File: config.mk
export PLATFORM = sky130hd
export DESIGN_NAME = move_ctrl_flat
export DESIGN_NICKNAME = d
export VERILOG_FILES = /design/src/rtl/ttt_pkg.sv /design/src/rtl/move_ctrl_if.sv /design/src/rtl/move_timer.sv /design/src/rtl/move_ctrl.sv /design/src/flat_wrapper.sv
export SDC_FILE = /design/constraint.sdc
export NUM_CORES = 1
export LEC_CHECK = 0
export CORE_UTILIZATION = 51
export DETAILED_ROUTE_END_ITERATION = 7
export PLACE_DENSITY = 0.94
export SETUP_SLACK_MARGIN = 0.1
export SLEW_MARGIN = 5
export SYNTH_ARGS = -nofsm -noshare
export SYNTH_HDL_FRONTEND = slang
export SYNTH_SLANG_ARGS = --single-unit
File: constraint.sdc
create_clock -name clk -period 5.8 [get_ports clk]
set_input_delay 0.58 -clock clk [delete_from_list [all_inputs] [get_ports clk]]
set_output_delay 0.58 -clock clk [all_outputs]
set_load 0.01 [all_outputs]
File: src/rtl/ttt_pkg.sv
// ttt_pkg: shared tic-tac-toe cell, turn and controller state encodings
package ttt_pkg;
  localparam int NUM_CELLS = 9;
  localparam logic [1:0] CELL_EMPTY = 2'b00;
  localparam logic [1:0] CELL_P1 = 2'b01;
  localparam logic [1:0] CELL_P2 = 2'b10;
  localparam logic TURN_P1 = 1'b0;
  localparam logic TURN_P2 = 1'b1;
  localparam logic [2:0] ST_WAIT = 3'd0;
  localparam logic [2:0] ST_CHECK = 3'd1;
  localparam logic [2:0] ST_COMMIT = 3'd2;
  localparam logic [2:0] ST_ILLEGAL = 3'd3;
  localparam logic [2:0] ST_DONE = 3'd4;
  typedef enum logic [2:0] {
    S_WAIT = ST_WAIT,
    S_CHECK = ST_CHECK,
    S_COMMIT = ST_COMMIT,
    S_ILLEGAL = ST_ILLEGAL,
    S_DONE = ST_DONE
  } state_t;
endpackage

File: src/rtl/move_ctrl_if.sv
// move_ctrl_if: request/board inputs and move/status outputs of the turn controller
interface move_ctrl_if;
  import ttt_pkg::*;
  logic req_valid;
  logic [NUM_CELLS-1:0] req_sel;
  logic [2*NUM_CELLS-1:0] board;
  logic game_over;
  logic [NUM_CELLS-1:0] P1_en;
  logic [NUM_CELLS-1:0] P2_en;
  logic ill_move;
  logic turn;
  logic [3:0] move_cnt;
  logic done;
  logic timeout;
  modport master (
    output req_valid, req_sel, board, game_over,
    input P1_en, P2_en, ill_move, turn, move_cnt, done, timeout
  );
  modport slave (
    input req_valid, req_sel, board, game_over,
    output P1_en, P2_en, ill_move, turn, move_cnt, done, timeout
  );
endinterface

File: src/rtl/move_timer.sv
// move_timer: idle down-counter, reloaded while not running, pulses o_expire on reaching zero
module move_timer #(
  parameter int CYC = 1000
) (
  input  logic clk,
  input  logic reset_n,
  input  logic i_run,
  output logic o_expire
);
  localparam int W = $clog2(CYC + 1);
  localparam logic [W-1:0] LOAD = W'(CYC - 1);
  logic [W-1:0] r_cnt;
  assign o_expire = i_run && (r_cnt == '0);
  always_ff @(posedge clk or negedge reset_n) begin
    if (!reset_n) r_cnt <= LOAD;
    else r_cnt <= (!i_run || o_expire) ? LOAD : r_cnt - W'(1);
  end
endmodule

File: src/rtl/move_ctrl.sv
// move_ctrl: turn/legality controller issuing one-cycle P1/P2 write enables or ill_move.
// Optional idle-turn forfeit enabled with `define MOVE_CTRL_TIMEOUT_EN.
module move_ctrl
  import ttt_pkg::*;
#(
  parameter int ILL_HOLD_CYC = 4,
  parameter int TIMEOUT_CYC = 1000
) (
  input logic clk,
  input logic reset_n,
  move_ctrl_if.slave bus
);
  localparam int HW = $clog2(ILL_HOLD_CYC + 1);
  state_t r_state;
  logic [NUM_CELLS-1:0] r_req, r_p1_en, r_p2_en, w_full;
  logic [HW-1:0] r_hold;
  logic [3:0] r_cnt;
  logic r_ill, r_turn, r_done, r_timeout, w_legal, w_expire;
  always_comb begin
    w_full = '0;
    for (int k = 0; k < NUM_CELLS; k++) w_full[k] = bus.board[2*k +: 2] != CELL_EMPTY;
  end
  assign w_legal = $onehot(r_req) && !(|(r_req & w_full));
`ifdef MOVE_CTRL_TIMEOUT_EN
  move_timer #(.CYC(TIMEOUT_CYC)) u_timer (
    .clk(clk),
    .reset_n(reset_n),
    .i_run(r_state == S_WAIT),
    .o_expire(w_expire)
  );
`else
  logic w_unused;
  assign w_unused = |TIMEOUT_CYC;
  assign w_expire = 1'b0;
`endif
  always_ff @(posedge clk or negedge reset_n) begin
    if (!reset_n) begin
      r_state <= S_WAIT;
      r_req <= '0;
      r_p1_en <= '0;
      r_p2_en <= '0;
      r_hold <= '0;
      r_cnt <= '0;
      r_ill <= 1'b0;
      r_turn <= TURN_P1;
      r_done <= 1'b0;
      r_timeout <= 1'b0;
    end else begin
      r_p1_en <= '0;
      r_p2_en <= '0;
      r_timeout <= 1'b0;
      case (r_state)
        S_WAIT:
          if (bus.game_over) begin
            r_state <= S_DONE;
            r_done <= 1'b1;
          end else if (bus.req_valid) begin
            r_req <= bus.req_sel;
            r_state <= S_CHECK;
          end else if (w_expire) begin
            r_timeout <= 1'b1;
            r_turn <= ~r_turn;
          end
        S_CHECK:
          if (bus.game_over) begin
            r_state <= S_DONE;
            r_done <= 1'b1;
          end else if (w_legal) begin
            r_state <= S_COMMIT;
            if (r_turn == TURN_P1) r_p1_en <= r_req;
            else r_p2_en <= r_req;
          end else begin
            r_state <= S_ILLEGAL;
            r_ill <= 1'b1;
            r_hold <= HW'(ILL_HOLD_CYC - 1);
          end
        S_COMMIT: begin
          r_turn <= ~r_turn;
          r_cnt <= r_cnt + 4'd1;
          r_state <= (r_cnt == 4'd8) ? S_DONE : S_WAIT;
          r_done <= (r_cnt == 4'd8);
        end
        S_ILLEGAL:
          if (bus.game_over) begin
            r_ill <= 1'b0;
            r_state <= S_DONE;
            r_done <= 1'b1;
          end else if (r_hold == '0) begin
            r_ill <= 1'b0;
            r_state <= S_WAIT;
          end else r_hold <= r_hold - HW'(1);
        default: begin
          r_state <= S_DONE;
          r_done <= 1'b1;
        end
      endcase
    end
  end
  assign bus.P1_en = r_p1_en;
  assign bus.P2_en = r_p2_en;
  assign bus.ill_move = r_ill;
  assign bus.turn = r_turn;
  assign bus.move_cnt = r_cnt;
  assign bus.done = r_done;
  assign bus.timeout = r_timeout;
endmodule

File: src/flat_wrapper.sv
// flat-port wrapper written by rule: the top's interface ports become plain ports
module move_ctrl_flat import ttt_pkg::*;
#(
  parameter int ILL_HOLD_CYC = 4,
  parameter int TIMEOUT_CYC = 1000
)
  (clk, reset_n, bus_req_valid, bus_req_sel, bus_board, bus_game_over, bus_P1_en, bus_P2_en, bus_ill_move, bus_turn, bus_move_cnt, bus_done, bus_timeout);
  move_ctrl_if bus_i ();
  input logic clk;
  input logic reset_n;
  input wire logic [$bits(bus_i.req_valid)-1:0] bus_req_valid;
  input wire logic [$bits(bus_i.req_sel)-1:0] bus_req_sel;
  input wire logic [$bits(bus_i.board)-1:0] bus_board;
  input wire logic [$bits(bus_i.game_over)-1:0] bus_game_over;
  output wire logic [$bits(bus_i.P1_en)-1:0] bus_P1_en;
  output wire logic [$bits(bus_i.P2_en)-1:0] bus_P2_en;
  output wire logic [$bits(bus_i.ill_move)-1:0] bus_ill_move;
  output wire logic [$bits(bus_i.turn)-1:0] bus_turn;
  output wire logic [$bits(bus_i.move_cnt)-1:0] bus_move_cnt;
  output wire logic [$bits(bus_i.done)-1:0] bus_done;
  output wire logic [$bits(bus_i.timeout)-1:0] bus_timeout;
  assign bus_i.req_valid = bus_req_valid;
  assign bus_i.req_sel = bus_req_sel;
  assign bus_i.board = bus_board;
  assign bus_i.game_over = bus_game_over;
  assign bus_P1_en = bus_i.P1_en;
  assign bus_P2_en = bus_i.P2_en;
  assign bus_ill_move = bus_i.ill_move;
  assign bus_turn = bus_i.turn;
  assign bus_move_cnt = bus_i.move_cnt;
  assign bus_done = bus_i.done;
  assign bus_timeout = bus_i.timeout;
  move_ctrl #(.ILL_HOLD_CYC(ILL_HOLD_CYC), .TIMEOUT_CYC(TIMEOUT_CYC)) u_core (.clk(clk), .reset_n(reset_n), .bus(bus_i));
endmodule
==> impl_metrics.py, run 1 <==
metrics = {
    "final_layout": {
        "nNetsFinal": 265,
        "drive_above_1_share_pct": 10.9,
        "final_area_um2": 2720,
        "post-route-util_pct": 73.6,
        "diodes": 0,
        "instances_no_fill": 269,
        "synthToLayoutAreaGrowth_pct": 36.7,
    },
    "grt": {
        "globalRouteOverflowTotal": 0,
        "grt_pass1_vias": 1565,
        "antenna_found_initial": 0,
        "grt_pass1_wl_um": 7360,
        "grt_max_degree": 41,
        "grtUsageTotal_pct": 24.3,
    },
    "worst_setup_path": {
        "crit_type": "reg -> reg",
        "startpoint": "u_core.r_req[1]",
        "worstPathRequired_ns": 6.03,
        "critPathCaptureType": "flip-flop",
        "path_max_fanout": 18,
        "critPathArrivalTime_ns": 4.17,
        "start_kind": "flip-flop",
        "reg2reg_from": "u_core.r_req[1]",
    },
    "synth": {
        "yosysTopAreaCellShare_pct": 50.4,
        "ys_ff_latch": 40,
        "synth_area_per_cell_um2": 12.1,
        "synth_edf_count": 0,
        "ys_async_sr_fraction_pct": 100,
        "synth.most_common_cell": "dfrtp_1",
        "syn_nets": 209,
        "synth.distinct_cells": 40,
        "netlist_area_um2": 1990,
        "ys_warn_count": 0,
        "synthFlopType": "dfrtp_1",
        "synthTopCellsByArea": "dfrtp_1, ha_1, mux2_2, fa_1, and4b_1",
        "yosysSeqAreaShare_pct": 50.4,
        "synth_commonest_cells": "dfrtp_1, inv_1",
        "syn_inst": 164,
        "synth_top_area_cell": "dfrtp_1",
    },
    "cts": {
        "ctsResizeCount": 0,
        "clkSinkCount": 40,
        "cts_made_buffers": 5,
        "cts_root_buf": "clkbuf_8",
        "cts_max_level": 2,
        "postCtsSetupBuffers": 0,
        "clkLatencyLatePin_ns": 0.30,
        "postCtsHoldBufs": 0,
        "tritoncts": "built",
        "clockBufferDepth": 2,
        "clkTransAtPathRegs_ns": 0.08,
    },
    "pwr": {
        "finalPower_uw": 727,
        "power_switching_uw": 169,
        "p_int_uw": 558,
        "combPwrFrac_pct": 16.5,
        "leakage_uw": 0.00125,
        "powerDensity_nw_per_um2": 268,
        "p_clk_share_pct": 42.9,
        "max-vdd-ir-drop_mv": 0.161,
        "p_seq_share_pct": 40.5,
        "switching_share_pct": 23.3,
    },
    "placed_design": {
        "portBuffers": 55,
        "placed_cell_area_um2": 2560,
        "hpwl_um": 3100,
        "globalplace.congestion": 0.832,
        "dp_cells": 261,
    },
    "die": {
        "io_pins": 57,
        "die_x_um": 64.4,
        "rows": 22,
        "core_area_um2": 3690,
        "die-height_um": 64.4,
        "die-area_um2": 4150,
        "start_util_pct": 53.9,
    },
    "sta": {
        "post-route-period-util_pct": 67.9,
        "finClkSkew_ns": 0.00338,
        "tns_ns": 0,
        "setup_viol": 0,
        "max_freq_mhz": 254,
        "tightest_slew_ns": 1.10,
        "period_needed_ns": 3.94,
        "hold_viol_final": 0,
        "slew_headroom_pct": 26.5,
        "rsz0062_at_grt": "false",
        "maxSlewViolCount": 0,
    },
    "detailed_routing": {
        "ant_nets": 0,
        "routed_via_density": 5.48,
        "drc": 0,
        "routed_wl_um": 4410,
        "firstDrtPassIters": 4,
        "wl_per_cell_um": 16.4,
        "vias": 1475,
        "first_iter_violations": 41,
    },
    "worst_hold_path": {
        "min_path_type": "in -> async",
    },
    "status": {
        "status": "finished, final reports clean",
    },
    "run": {
        "drv_cap": 0,
    },
}
## placed cells by master (no fill, tap or decap), types with 2 or more instances in the layout
master / count
nand3_1: 2
bufinv_16: 3
mux2_2: 9
ha_1: 9
clkbuf_8: 5
a21oi_1: 3
nor2_1: 7
xnor2_1: 3
nand2b_1: 2
nor2b_1: 3
and4b_1: 9
o21ai_0: 9
nand2_1: 7
fa_1: 5
inv_1: 13
nand4_1: 4
clkdlybuf4s50_1: 54
dfrtp_1: 40
o21ai_1: 4
and4_1: 9
a31oi_1: 2
## state kept, by name (all words and copies together) (netlist names)
signal	cells
u_core.bus.P1_en	9
u_core.bus.P2_en	9
u_core.bus.done	1
u_core.bus.ill_move	1
u_core.bus.move_cnt	4
u_core.bus.turn	1
u_core.r_hold	3
u_core.r_req	9
u_core.r_state	3
## through the flow
step / worst slack, ns / hold WS [ns]
finish: 1.86 / 0.387
CTS: 1.90 / 0.413
global route: 1.67 / 0.458
floorplan: 2.31 / 0.284
detailed placement: 1.93 / 0.512
global placement: 2.08 / 0.493
## logic make-up (layout without fill, tap and decap cells)
group | Yosys count | in the layout | synth area share (%)
flops | 40 | 40 | 50.4
buf+inv | 19 | 76 | 4.22
other cells | 1 | 1 | 0.189
simple gates | 52 | 52 | 19.6
fa+ha+maj | 14 | 14 | 10.7
mux | 9 | 9 | 5.10
xor+xnor | 4 | 4 | 1.76
compound gates | 25 | 25 | 8.00
## worst paths after layout
check / cells past startpoint / to / slack [ns]
max: 11 / u_core.bus.P1_en[7] / 1.86
min: 1 / u_core.bus.P1_en[2] / 0.39
max reg2reg: 11 / u_core.bus.P1_en[7] / 1.86
min reg2reg: 2 / u_core.bus.ill_move / 0.52
max in group asynchronous: 1 / u_core.r_req[3] / 4.88
min in group clk: 2 / u_core.bus.ill_move / 0.52
## routing by layer
metal	up-vias	part of all wire, %	global-route usage (%)
li1	702	-	-
met2	61	50	40.3
met3	11	5.6	6.69
met5	-	0	0
met4	0	2.8	10.8
met1	701	41	29.7
## critical path, cell delays in order (launching register included)
cell and delay, ns:
dfrtp_1 0.45, ha_1 0.23, fa_1 0.54, inv_1 0.06, fa_1 0.53, inv_1 0.05, ha_1 0.21, fa_1 0.48
nor4b_4 0.28, nand2_2 0.12, nor4_4 0.60, and4b_1 0.31
## power by group through the flow
| stage | combinational (µW) | clock [µW] | sequential, µW |
|---|---|---|---|
| 2_1_floorplan | 76.9 | 0 | 295 |
| 3_3_place_gp | 109 | 0 | 299 |
| 3_5_place_dp | 118 | 0 | 300 |
| 4_1_cts | 120 | 316 | 294 |
| 5_1_grt | 130 | 331 | 295 |
| 6_report | 120 | 312 | 295 |
## area by class of cell
class | instances | area, µm²
repair buffers | 55 | 546
clock buffers | 5 | 68.8
fillers | 253 | 972
well taps | 48 | 60.1
flip-flops and latches | 40 | 1000
inverters | 13 | 48.8
multi-input cells | 105 | 902
clock inverters | 3 | 90.1
Power figures use the tool's default switching activity.
==> run 2, diff against run 1 <==
--- a/config.mk
+++ b/config.mk
@@ -5,9 +5,9 @@
 export SDC_FILE = /design/constraint.sdc
 export NUM_CORES = 1
 export LEC_CHECK = 0
-export CORE_UTILIZATION = 51
+export CORE_UTILIZATION = 47
 export DETAILED_ROUTE_END_ITERATION = 7
-export PLACE_DENSITY = 0.94
+export PLACE_DENSITY = 0.88
 export SETUP_SLACK_MARGIN = 0.1
 export SLEW_MARGIN = 5
 export SYNTH_ARGS = -nofsm -noshare
==> constraint.sdc (replaced) <==
create_clock -name clk -period 3.77 [get_ports clk]
set_input_delay 0.377 -clock clk [delete_from_list [all_inputs] [get_ports clk]]
set_output_delay 0.377 -clock clk [all_outputs]
set_load 0.01 [all_outputs]
==> run 2 against run 1 <==
Against the previous run: count of clock-buffer cells in the layout unchanged; hold slack worse by 0.20 ns; die area up 8.3%; wire length up 1.6%; final cell count up 5.6%.
==> impl_metrics.py, run 2 (synthesis results as in run 1) <==
metrics = {
    "sta": {
        "max_freq_mhz": 277,
        "period_needed_ns": 3.61,
        "tightest_slew_ns": 0.842,
        "setup_viol": 0,
        "rsz0062_at_grt": "true",
        "maxSlewViolCount": 0,
        "tns_ns": 0,
        "finClkSkew_ns": 0.00874,
        "hold_viol_final": 0,
        "slew_headroom_pct": 43.9,
        "post-route-period-util_pct": 95.9,
    },
    "final_layout": {
        "diodes": 0,
        "mostFrequentLayoutCells": "clkdlybuf4s50_1, dfrtp_1, inv_1, buf_4",
        "drive_above_1_share_pct": 19.7,
        "layout_commonest_cell": "clkdlybuf4s50_1",
        "nNetsFinal": 278,
        "synthToLayoutAreaGrowth_pct": 41.6,
        "final_area_um2": 2810,
    },
    "detailed_routing": {
        "ant_nets": 0,
        "firstDrtPassIters": 4,
        "routed_via_density": 5.51,
        "wl_per_cell_um": 15.8,
        "routed_wl_um": 4480,
        "vias": 1566,
        "drc": 0,
        "first_iter_violations": 83,
    },
    "pwr": {
        "leakage_uw": 0.00129,
        "powerDensity_nw_per_um2": 364,
        "max-vdd-ir-drop_mv": 0.224,
    },
    "worst_setup_path": {
        "r2r_cells": 12,
        "r2r-end": "u_core.bus.P1_en[1]",
        "critPathArrivalTime_ns": 3.85,
        "worstPathRequired_ns": 4.00,
        "crit_type": "reg -> reg",
        "reg2reg_from": "u_core.r_req[1]",
        "rrSetupSlack_ns": 0.16,
        "path_max_fanout": 4,
        "critPathCaptureType": "flip-flop",
        "start_kind": "flip-flop",
    },
    "grt": {
        "grt_max_degree": 41,
        "grt_pass1_wl_um": 7080,
        "busiest_layer": "met2",
        "use_met2_pct": 36.1,
        "globalRouteOverflowTotal": 0,
        "grtUsageTotal_pct": 21.9,
        "use_met3_pct": 5.99,
        "use_met1_pct": 27.7,
        "grt_pass1_vias": 1469,
        "antenna_found_initial": 0,
    },
    "cts": {
        "cts_made_buffers": 5,
        "clkLatencyLatePin_ns": 0.29,
        "cts_max_level": 2,
        "postCtsHoldBufs": 0,
        "clkSinkCount": 40,
        "clockBufferDepth": 2,
        "clkTransAtPathRegs_ns": 0.08,
        "tritoncts": "built",
        "cts_root_buf": "clkbuf_8",
    },
    "die": {
        "io_pins": 57,
        "die_x_um": 67.0,
        "core_area_um2": 4030,
        "die-area_um2": 4490,
        "rows": 23,
        "die-height_um": 67.0,
        "start_util_pct": 49.3,
    },
    "placed_design": {
        "placed_cell_area_um2": 2580,
        "portBuffers": 55,
        "globalplace.congestion": 0.840,
        "hpwl_um": 3140,
    },
    "status": {
        "status": "finished, final reports clean",
    },
    "worst_hold_path": {
        "min_path_type": "in -> async",
    },
    "run": {
        "drv_cap": 0,
    },
}
run 2: changes by cell type in the layout (fill, tap and decap cells not counted), sizes merged:
cell      previous run  this run
clkinvlp             0         1
bufinv               3         1
clkinv               0         1
buf                  1        14
run 2: layout make-up:
class | instances | area (µm²)
fill | 297 | 1210
multi-input combinational | 105 | 946
tap | 50 | 62.6
sequential | 40 | 1000
clock inverter | 3 | 42.5
clock buffer | 5 | 68.8
inverter | 13 | 48.8
timing repair buffer | 68 | 642
run 2: critical path, cell delays in order, from the launching register on:
cell and delay [ns]:
dfrtp_1 0.42, ha_2 0.32, inv_1 0.05, fa_2 0.40
fa_1 0.55, inv_2 0.06, ha_4 0.15, fa_1 0.49
nor4b_4 0.32, nand2_2 0.13, nor4_4 0.26, buf_2 0.21
and4b_1 0.20
run 2: worst max path at each step:
stage	from	to	slack, ns	depth (start not counted)
after floorplan	u_core.r_req[0]	u_core.r_state[0]	0.28	11
after global placement	u_core.r_req[0]	u_core.r_state[0]	0.24	11
after detailed placement	u_core.r_req[0]	u_core.r_state[0]	0.12	11
after CTS	u_core.r_req[0]	u_core.r_state[0]	0.12	11
after global routing	u_core.r_req[1]	u_core.bus.P2_en[5]	0.03	12
final	u_core.r_req[1]	u_core.bus.P1_en[1]	0.16	12
run 2: timing repair:
action	CTS	global route
buffers inserted	0	7
resized for setup	0	16
setup endpoints to repair	0	23
run 2: power breakdown:
part	internal (µW)	switching (µW)	total, µW
clock network	196	150	346
logic	117	111	228
registers	438	13.0	451
run 2: layer usage:
metal | vias up | part of all wire (%)
met3 | 11 | 5.0
met1 | 762 | 44
met4 | 0 | 2.5
met5 | - | 0
met2 | 62 | 49
li1 | 731 | -
run 2: metrics by stage:
| step | worst slack [ns] | hold slack, ns | util (%) | std cells | power [µW] |
|---|---|---|---|---|---|
| 3_5_place_dp | 0.115 | 0.493 | 64.1 | 266 | 642 |
| 5_1_grt | 0.0309 | 0.272 | 69.8 | 284 | 1080 |
| 6_report | 0.156 | 0.185 | 69.8 | 284 | 1030 |
| 3_3_place_gp | 0.241 | 0.490 | 64.1 | 266 | 635 |
| 2_1_floorplan | 0.285 | 0.0814 | - | 164 | 573 |
| 4_1_cts | 0.118 | 0.224 | 66.9 | 274 | 985 |
==> run 3, diff against run 2 <==
--- a/config.mk
+++ b/config.mk
@@ -7,6 +7,7 @@
 export LEC_CHECK = 0
 export CORE_UTILIZATION = 47
 export DETAILED_ROUTE_END_ITERATION = 7
+export GPL_TIMING_DRIVEN = 1
 export PLACE_DENSITY = 0.88
 export SETUP_SLACK_MARGIN = 0.1
 export SLEW_MARGIN = 5
==> results of run 3 <==
No change in the layout: final DEF, timing and power equal those of run 2.
